File: src/rtl/core_pipe_pkg.sv
// Shared pipeline definitions: control-bit indices, field widths and the data-vector layout
// used when packing and unpacking bundles at each stage boundary.
package core_pipe_pkg;

   localparam int unsigned CTRL_W      = 7;
   localparam int unsigned CTRL_WREGEN = 0;
   localparam int unsigned CTRL_WMEMEN = 1;
   localparam int unsigned CTRL_MEM2REG = 2;
   localparam int unsigned CTRL_RS2SW  = 3;
   localparam int unsigned CTRL_JAL    = 4;
   localparam int unsigned CTRL_JALR   = 5;
   localparam int unsigned CTRL_BR     = 6;

   localparam int unsigned XLEN = 64;
   localparam int unsigned PC_W = 8;
   localparam int unsigned RD_W = 5;
   localparam int unsigned F3_W = 3;
   localparam int unsigned F7_W = 1;

   localparam int unsigned DATA_W = 216;

   // Field offsets, LSB first; bits above OFF_SPARE are reserved
   localparam int unsigned OFF_RS1   = 0;
   localparam int unsigned OFF_RS2   = OFF_RS1 + XLEN;
   localparam int unsigned OFF_IMM   = OFF_RS2 + XLEN;
   localparam int unsigned OFF_RD    = OFF_IMM + XLEN;
   localparam int unsigned OFF_F3    = OFF_RD + RD_W;
   localparam int unsigned OFF_F7    = OFF_F3 + F3_W;
   localparam int unsigned OFF_PC    = OFF_F7 + F7_W;
   localparam int unsigned OFF_SPARE = OFF_PC + PC_W;
   localparam int unsigned SPARE_W   = DATA_W - OFF_SPARE;

   typedef logic [CTRL_W-1:0] ctrl_t;

   typedef struct packed {
      logic [SPARE_W-1:0] spare;
      logic [PC_W-1:0]    pc;
      logic [F7_W-1:0]    f7;
      logic [F3_W-1:0]    f3;
      logic [RD_W-1:0]    rd;
      logic [XLEN-1:0]    imm;
      logic [XLEN-1:0]    rs2;
      logic [XLEN-1:0]    rs1;
   } stage_data_t;

endpackage

File: src/rtl/pipe_stage_hs_if.sv
// Valid/ready bundle channel between two pipeline stages.
interface pipe_stage_hs_if #(
   parameter int unsigned CTRL_W = core_pipe_pkg::CTRL_W,
   parameter int unsigned DATA_W = core_pipe_pkg::DATA_W
);

   logic              valid;
   logic              ready;
   logic [CTRL_W-1:0] ctrl;
   logic [DATA_W-1:0] data;

   modport master (output valid, output ctrl, output data, input ready);
   modport slave  (input valid, input ctrl, input data, output ready);

endinterface

File: src/rtl/pipe_slot.sv
// One bundle register: valid bit plus control and data, with clear (bubble) and load enables.
module pipe_slot #(
   parameter int unsigned CTRL_W = 7,
   parameter int unsigned DATA_W = 216
) (
   input  logic              CLK,
   input  logic              RST,
   input  logic              load,
   input  logic              clear,
   input  logic [CTRL_W-1:0] d_ctrl,
   input  logic [DATA_W-1:0] d_data,
   output logic              valid,
   output logic [CTRL_W-1:0] ctrl,
   output logic [DATA_W-1:0] data
);

   // Clear zeroes ctrl so no enable survives in a bubble; data keeps its last value
   always_ff @(posedge CLK) begin
      if (RST) begin
         valid <= 1'b0;
         ctrl  <= '0;
         data  <= '0;
      end else if (clear) begin
         valid <= 1'b0;
         ctrl  <= '0;
      end else if (load) begin
         valid <= 1'b1;
         ctrl  <= d_ctrl;
         data  <= d_data;
      end
   end

endmodule

File: src/rtl/pipe_stage_hs.sv
// Handshaked pipeline stage register with a one-entry skid buffer, flush-to-bubble
// and a saturating downstream-stall counter.
module pipe_stage_hs #(
   parameter int unsigned CTRL_W = core_pipe_pkg::CTRL_W,
   parameter int unsigned DATA_W = core_pipe_pkg::DATA_W,
   parameter int unsigned CNT_W  = 16
) (
   input  logic             CLK,
   input  logic             RST,
   input  logic             flush,
   pipe_stage_hs_if.slave   up,
   pipe_stage_hs_if.master  dn,
   output logic [CNT_W-1:0] stall_cnt
);

   localparam logic [CNT_W-1:0] CNT_MAX = '1;

   logic              main_valid, skid_valid;
   logic [CTRL_W-1:0] main_ctrl, skid_ctrl;
   logic [DATA_W-1:0] main_data, skid_data;

   logic              accept_c, advance_c;
   logic              main_load_c, main_clear_c;
   logic              skid_load_c, skid_clear_c;
   logic [CTRL_W-1:0] main_d_ctrl_c;
   logic [DATA_W-1:0] main_d_data_c;

   // Ready depends only on the skid flag and reset, never on the input side
   assign up.ready = !skid_valid && !RST;

   // Steering: main advances when empty or drained; skid catches the one extra accept
   always_comb begin
      accept_c      = up.valid && up.ready;
      advance_c     = !main_valid || dn.ready;
      main_load_c   = !flush && advance_c && (skid_valid || accept_c);
      main_clear_c  = flush || (advance_c && !skid_valid && !accept_c);
      skid_load_c   = !flush && !advance_c && accept_c;
      skid_clear_c  = flush || (skid_valid && advance_c);
      main_d_ctrl_c = skid_valid ? skid_ctrl : up.ctrl;
      main_d_data_c = skid_valid ? skid_data : up.data;
   end

   pipe_slot #(.CTRL_W(CTRL_W), .DATA_W(DATA_W)) u_main (
      .CLK    (CLK),
      .RST    (RST),
      .load   (main_load_c),
      .clear  (main_clear_c),
      .d_ctrl (main_d_ctrl_c),
      .d_data (main_d_data_c),
      .valid  (main_valid),
      .ctrl   (main_ctrl),
      .data   (main_data)
   );

   pipe_slot #(.CTRL_W(CTRL_W), .DATA_W(DATA_W)) u_skid (
      .CLK    (CLK),
      .RST    (RST),
      .load   (skid_load_c),
      .clear  (skid_clear_c),
      .d_ctrl (up.ctrl),
      .d_data (up.data),
      .valid  (skid_valid),
      .ctrl   (skid_ctrl),
      .data   (skid_data)
   );

   assign dn.valid = main_valid;
   assign dn.ctrl  = main_ctrl;
   assign dn.data  = main_data;

   // Counts stalled cycles; a flush cycle is not a stall
   always_ff @(posedge CLK) begin
      if (RST) begin
         stall_cnt <= '0;
      end else if (main_valid && !dn.ready && !flush && (stall_cnt != CNT_MAX)) begin
         stall_cnt <= stall_cnt + CNT_W'(1);
      end
   end

endmodule

File: src/flat_wrapper.sv
// flat-port wrapper written by rule: the top's interface ports become plain ports
module pipe_stage_hs_flat 
#(
   parameter int unsigned CTRL_W = core_pipe_pkg::CTRL_W,
   parameter int unsigned DATA_W = core_pipe_pkg::DATA_W,
   parameter int unsigned CNT_W  = 16
)
  (CLK, RST, flush, stall_cnt, up_valid, up_ctrl, up_data, up_ready, dn_valid, dn_ctrl, dn_data, dn_ready);
  pipe_stage_hs_if #(.CTRL_W(CTRL_W), .DATA_W(DATA_W)) up_i ();
  pipe_stage_hs_if #(.CTRL_W(CTRL_W), .DATA_W(DATA_W)) dn_i ();
  input  logic CLK;
  input  logic RST;
  input  logic flush;
  output logic [CNT_W-1:0] stall_cnt;
  input wire logic [$bits(up_i.valid)-1:0] up_valid;
  input wire logic [$bits(up_i.ctrl)-1:0] up_ctrl;
  input wire logic [$bits(up_i.data)-1:0] up_data;
  output wire logic [$bits(up_i.ready)-1:0] up_ready;
  output wire logic [$bits(dn_i.valid)-1:0] dn_valid;
  output wire logic [$bits(dn_i.ctrl)-1:0] dn_ctrl;
  output wire logic [$bits(dn_i.data)-1:0] dn_data;
  input wire logic [$bits(dn_i.ready)-1:0] dn_ready;
  assign up_i.valid = up_valid;
  assign up_i.ctrl = up_ctrl;
  assign up_i.data = up_data;
  assign up_ready = up_i.ready;
  assign dn_valid = dn_i.valid;
  assign dn_ctrl = dn_i.ctrl;
  assign dn_data = dn_i.data;
  assign dn_i.ready = dn_ready;
  pipe_stage_hs #(.CTRL_W(CTRL_W), .DATA_W(DATA_W), .CNT_W(CNT_W)) u_core (.CLK(CLK), .RST(RST), .flush(flush), .up(up_i), .dn(dn_i), .stall_cnt(stall_cnt));
endmodule
File: config.mk
export PLATFORM = sky130hd
export DESIGN_NAME = pipe_stage_hs_flat
export DESIGN_NICKNAME = d
export VERILOG_FILES = /design/src/rtl/core_pipe_pkg.sv /design/src/rtl/pipe_stage_hs_if.sv /design/src/rtl/pipe_slot.sv /design/src/rtl/pipe_stage_hs.sv /design/src/flat_wrapper.sv
export SDC_FILE = /design/constraint.sdc
export NUM_CORES = 1
export LEC_CHECK = 0
export BUFFER_PORTS_ARGS = -buffer_cell sky130_fd_sc_hd__buf_2
export CAP_MARGIN = 10
export CORE_ASPECT_RATIO = 1.4
export CORE_MARGIN = 5
export CORE_UTILIZATION = 45
export CTS_BUF_LIST = sky130_fd_sc_hd__clkbuf_4 sky130_fd_sc_hd__clkbuf_8
export DETAILED_ROUTE_END_ITERATION = 8
export PLACE_DENSITY = 0.75
export REMOVE_ABC_BUFFERS = 1
export SETUP_SLACK_MARGIN = 0.02
export SYNTH_ARGS = -nofsm -noshare
export SYNTH_HDL_FRONTEND = slang
export SYNTH_SLANG_ARGS = --single-unit
File: constraint.sdc
create_clock -name CLK -period 4.2 [get_ports CLK]
set_input_delay 0.21 -clock CLK [delete_from_list [all_inputs] [get_ports CLK]]
set_output_delay 0.21 -clock CLK [all_outputs]
set_load 0.05 [all_outputs]
**Word level (Yosys, flattened, before mapping)**

Cells that the tools add are included.

- Bits in registers: 464
- Input port bits: 228
- Word-level logic and storage cells: 40

- Add/subtract/negate cells: 1
- Eq/ne operators: 1
- Muxes and demuxes: 2
- Bitwise operators: 2
- Reductions and logical operators: 27

Operator list:

| operator | count |
|---|---|
| 216-bit two-way mux | 1 |
| 16-bit by 1-bit adder with 16-bit output, second input constant | 1 |
| 16-bit inequality test, second input constant | 1 |
| 1-bit logical AND | 12 |
| 1-bit zero test | 7 |
| 7-bit two-way mux | 1 |
| 1-bit logical OR | 4 |
| 2-bit AND reduction | 2 |
| 2-bit OR reduction | 2 |
| 1-bit inverter | 2 |

**Longest topological paths before layout**

- Depth in word-level cells: 8
- Gate-level depth with buffers: 8
- Depth with buffers taken out: 5

**Hierarchy**

A second synthesis with hierarchy kept.

- Cell total of the unflattened synthesis: 2377
- Area, all modules: 24601.1 µm²

Modules (own cells, without submodules):

| module | instances | cells an instance | area an instance (µm²) | sequential area each (µm²) |
|---|---|---|---|---|
| pipe_slot | 2 | 1012 | 10530.1 | 4484.3 |
| pipe_stage_hs | 1 | 353 | 3540.9 | 320.3 |

**Worst setup path before layout**

No wires, ideal clock.

- Path kind: reg2reg
- Start point: register u_core.u_skid.valid
- End point: register u_core.u_skid.data[123]
- Library setup time: 132 ps
- Arrival: 2070 ps
- Slack: 1998 ps
- Stages on the path, launching flop included: 8
- Path buffers: 3
- Clock period less this slack: 2202 ps
- Cell sequence: dfxtp_1 -> buf_2 -> nor2_1 -> nand3_1 -> buf_2 -> clkbuf_1 -> nand2_1 -> a21oi_1

- Word-level cells in the longest chain between the ends: 5

Ends and longest elaborated chain:

| item | RTL line | text |
|---|---|---|
| start, declared | pipe_slot.sv:12 | `output logic valid,` |
| start signal, assigned | pipe_slot.sv:20 | `valid <= 1'b0;` |
| start signal, assigned | pipe_slot.sv:24 | `valid <= 1'b0;` |
| start signal, assigned | pipe_slot.sv:27 | `valid <= 1'b1;` |
| 1-bit zero test | pipe_stage_hs.sv:29 | `assign up.ready = !skid_valid && !RST;` |
| 1-bit logical AND | pipe_stage_hs.sv:29 |  |
| net up_ready | flat_wrapper.sv:18 | `output wire logic [$bits(up_i.ready)-1:0] up_ready;` |
| 1-bit logical AND | pipe_stage_hs.sv:33 | `accept_c = up.valid && up.ready;` |
| 1-bit logical AND | pipe_stage_hs.sv:37 | `skid_load_c = !flush && !advance_c && accept_c;` |
| 2-bit AND reduction (no line) | n/a |  |
| end signal, assigned | pipe_slot.sv:29 | `data <= d_data;` |
| end, declared | pipe_slot.sv:14 | `output logic [DATA_W-1:0] data` |

The timed path passes the listed nets, and every way through them passes these cells.
A chain may end at the register's enable or synchronous reset.

**Worst setup path after layout**

- Start point: register u_core.u_main.valid
- End point: register u_core.u_skid.data[150]

- Word-level cells in the longest chain between the ends: 6

Ends and longest elaborated chain:

| item | RTL line | text |
|---|---|---|
| start, declared | pipe_slot.sv:12 |  |
| start signal, assigned | pipe_slot.sv:20 |  |
| start signal, assigned | pipe_slot.sv:24 |  |
| start signal, assigned | pipe_slot.sv:27 |  |
| 1-bit zero test (*) | pipe_stage_hs.sv:34 | `advance_c = !main_valid \|\| dn.ready;` |
| 1-bit logical OR (*) | pipe_stage_hs.sv:34 |  |
| 1-bit zero test or 1-bit logical AND (tied branches) | pipe_stage_hs.sv:37, pipe_stage_hs.sv:38 |  |
| 1-bit logical AND or 1-bit logical OR (tied branches) | pipe_stage_hs.sv:37, pipe_stage_hs.sv:38 |  |
| 1-bit logical AND or 1-bit inverter (tied branches) | n/a |  |
| 2-bit AND reduction (no line) (*) | n/a |  |

Every way passes the cells marked *; elsewhere a longest branch is shown, timed or not.

==> flow_results.xml <==
<?xml version="1.0" encoding="UTF-8"?>
<metrics>
  <group name="routing">
    <metric name="drt_wl_total" unit="mm">55.69</metric>
    <metric name="drt.antenna.violating_nets" unit="">0</metric>
    <metric name="route.detailed.vias_per_inst" unit="">5.380</metric>
    <metric name="drcViolationCount" unit="">0</metric>
    <metric name="wl_per_cell" unit="um">17.12</metric>
    <metric name="1st_iter_drt_viols" unit="">1085</metric>
    <metric name="detail_route.first_pass.iterations" unit="">5</metric>
    <metric name="dr_total_vias" unit="">17500</metric>
  </group>
  <group name="sta">
    <metric name="max_slew_margin" unit="%">23.30</metric>
    <metric name="maxClockFrequency" unit="GHz">0.3944</metric>
    <metric name="hold_ws" unit="ps">118.0</metric>
    <metric name="final.min_clock_period" unit="ps">2535</metric>
    <metric name="fin_crit_sh" unit="%">60.36</metric>
    <metric name="setup_skew_after_layout" unit="ps">28.26</metric>
    <metric name="final.setup.worst_slack" unit="ps">1665</metric>
    <metric name="rsz_0062_raised_after_global_routing" unit="">false</metric>
    <metric name="timing_worst_slew_pin_value" unit="ps">1141</metric>
    <metric name="finalMaxSlewViolations" unit="">0</metric>
    <metric name="final_setup_violation_count" unit="">0</metric>
    <metric name="hold_vio_cnt_final" unit="">0</metric>
  </group>
  <group name="floorplan">
    <metric name="die_h" unit="um">247.5</metric>
    <metric name="core.rowCount" unit="">87</metric>
    <metric name="initial_utilization" unit="%">45.28</metric>
    <metric name="design.core.area" unit="sq um">40060</metric>
    <metric name="design.portCount" unit="">469</metric>
    <metric name="fp.dieArea" unit="sq um">44480</metric>
    <metric name="die_x" unit="um">179.7</metric>
  </group>
  <group name="synthesis">
    <metric name="synth_warnings" unit="">0</metric>
    <metric name="adder_cell_fraction_of_synth_area" unit="%">0.06898</metric>
    <metric name="synth_largest_type_area_fraction" unit="%">51.21</metric>
    <metric name="synth_seq_cells" unit="">464</metric>
    <metric name="synthFlopType" unit="">dfxtp_1</metric>
    <metric name="synth-compound-area-share" unit="%">16.49</metric>
    <metric name="number_of_flops_mapped_to_enable_cells_by_yosys" unit="">0</metric>
    <metric name="post_synthesis_xor_xnor_area_fraction" unit="%">0.04829</metric>
    <metric name="synth-simple-area-share" unit="%">15.39</metric>
    <metric name="syn_avg_cell_area" unit="sq um">8.792</metric>
    <metric name="seq_area_frac_synth" unit="%">51.21</metric>
    <metric name="muxShareOfSynthArea" unit="%">12.49</metric>
    <metric name="synthDistinctLibCells" unit="">39</metric>
    <metric name="synthesis.instances" unit="">2063</metric>
    <metric name="postSynth.asyncResetShare" unit="%">0</metric>
    <metric name="post_synth_instance_area" unit="sq um">18140</metric>
    <metric name="dominant_combinational_cell_family_by_area_after_synthesis" unit="">compound AO/OA/AOI/OAI gates</metric>
    <metric name="synthDominantAreaCellType" unit="">dfxtp_1</metric>
    <metric name="ys_top_cells_by_area" unit="">dfxtp_1, mux2i_1, nand2_1</metric>
  </group>
  <group name="flow_run">
    <metric name="maxCapViolCount" unit="">0</metric>
  </group>
  <group name="layout">
    <metric name="number_of_nets_in_the_finished_design" unit="">2895</metric>
    <metric name="drive_above_1_share" unit="%">22.58</metric>
    <metric name="layout.cells.most_common_list" unit="">buf_2, dfxtp_1, nand2_1</metric>
    <metric name="mostFrequentLayoutCell" unit="">buf_2</metric>
    <metric name="synthToLayoutAreaGrowth" unit="%">34.33</metric>
  </group>
  <group name="cts">
    <metric name="h-tree-depth" unit="">3</metric>
    <metric name="cts_buffers" unit="">70</metric>
    <metric name="cts.path.max_buffers" unit="">3</metric>
    <metric name="clk_root_buffer_cell" unit="">clkbuf_8</metric>
    <metric name="tritoncts_clock_tree" unit="">yes</metric>
    <metric name="cts.reportedPaths.clkPinSlew" unit="ps">60</metric>
    <metric name="clkSinkCount" unit="">464</metric>
    <metric name="worstSkewPairLatency" unit="ps">600</metric>
  </group>
  <group name="critical_path">
    <metric name="critPathMaxFanout" unit="">76</metric>
    <metric name="timing_worst_setup_path_type" unit="">register to register</metric>
    <metric name="worstRegToRegCells" unit="">5</metric>
    <metric name="critPathRequiredTime" unit="ps">4640</metric>
    <metric name="worst_setup_end_kind" unit="">register</metric>
    <metric name="timing.critical_path.from_type" unit="">register</metric>
    <metric name="worstPathArrival" unit="ps">2970</metric>
  </group>
  <group name="worst_hold_path">
    <metric name="min-delay-path-class" unit="">primary input to register</metric>
    <metric name="worstHoldPathCells" unit="">2</metric>
  </group>
  <group name="global_routing">
    <metric name="globalRouteOverflowTotal" unit="">0</metric>
    <metric name="grtUsageTotal" unit="%">23.43</metric>
    <metric name="initial_antenna_violation_count" unit="">3</metric>
    <metric name="first_pass_grt_wire_length" unit="mm">87.75</metric>
    <metric name="grt_pass1_vias" unit="">17310</metric>
    <metric name="maximum_number_of_pins_on_one_net_before_global_route_repair" unit="">214</metric>
  </group>
  <group name="pwr">
    <metric name="max-vdd-ir-drop" unit="mV">0.2571</metric>
    <metric name="cellLeakagePower" unit="uW">0.009098</metric>
    <metric name="power" unit="uW">9751</metric>
    <metric name="powerDensity" unit="nW/um^2">400.2</metric>
  </group>
  <group name="place">
    <metric name="post-dp-hpwl" unit="mm">32.69</metric>
    <metric name="dp_slack" unit="ps">1716</metric>
    <metric name="routabilityCongestion" unit="">0.8563</metric>
    <metric name="portbufs" unit="">468</metric>
  </group>
  <group name="status">
    <metric name="status" unit="">finished, final reports clean</metric>
  </group>
</metrics>
[cell usage after synthesis (4+ instances only)]
cell type,n
a211oi_1,224
a21oi_1,231
mux2i_1,224
buf_2,86
dfxtp_1,464
buf_1,10
nor2b_1,4
nand2_1,456
nor2_1,230
nand3_1,7
o31ai_1,4
clkbuf_1,77
o41ai_1,4
nor3_1,4
nand4_1,4
[power breakdown]
part / switching [uW] / internal [uW] / leakage [uW] / total [uW]
Sequential: 71.0 / 4520 / 0.00377 / 4600
Clock: 1710 / 2200 / 0.000785 / 3910
Combinational: 817 / 426 / 0.00455 / 1240
[stage by stage]
stage / cell area (sq um) / TNS [ps] / util (%) / cells
after floorplan: 17370 / -6333190 / - / 1889
after global placement: 20630 / 0 / 51.51 / 2904
after detailed placement: 20630 / 0 / 51.51 / 2904
after CTS: 24350 / 0 / 60.79 / 3249
after global routing: 24360 / 0 / 60.81 / 3252
final: 24360 / 0 / 60.82 / 3253
[layout make-up]
cell class	count	area, sq um
diodes	4	10.01
clock buffers	109	1331
clock inverters	12	147.6
fillers	3239	15700
inverters	4	15.01
multi-input cells	1421	8094
flip-flops and latches	464	9293
well taps	534	668.1
repair buffers	705	4805
[critical path: stages, from the launching register on]
cell and delay [ps]:
dfxtp_1 340, nor3b_2 650, nand3_4 620, buf_12 440, nand2_1 170, a21oi_1 100
[cell families (layout without fill, tap and decap cells)]
logic type      count (synthesis)  after routing
compound gates                474            474
simple gates                  719            719
fa+ha+maj                       1              1
flops                         464            464
buf+inv                       178            830
other cells                     0              4
mux                           226            226
xor+xnor                        1              1
[flip-flops by register name, summed over array words and instances (netlist names)]
name                 flops
u_core.u_main.ctrl       7
u_core.u_main.data     216
u_core.u_skid.ctrl       7
u_core.u_skid.data     216
u_core.u_main.valid      1
u_core.u_skid.valid      1
u_core.stall_cnt        16
[per-layer routing]
metal | up-vias | GRT usage, % | wire length, um
li1 | 8345 | - | -
met1 | 8200 | 25.77 | 20900
met2 | 724 | 40.61 | 27640
met3 | 231 | 5.073 | 3271
met4 | 0 | 15.99 | 3873
met5 | - | 0 | 0
[final timing paths]
kind | start | endpoint | slack (ps)
max | u_core.u_main.valid$_SDFFE_PP0P_ | u_core.u_skid.data[150]$_SDFFE_PP0P_ | 1660
min | RST | u_core.u_skid.data[188]$_SDFFE_PP0P_ | 120
max reg2reg | u_core.u_main.valid$_SDFFE_PP0P_ | u_core.u_skid.data[150]$_SDFFE_PP0P_ | 1660
min reg2reg | u_core.u_skid.data[80]$_SDFFE_PP0P_ | u_core.u_skid.data[80]$_SDFFE_PP0P_ | 450
[timing repair]
item,in CTS,in global routing
resized for setup,0,0
hold buffers,224,0
setup buffers,0,0
hold endpoints to repair,439,0
No activity file was read; power rests on OpenSTA's default activity.
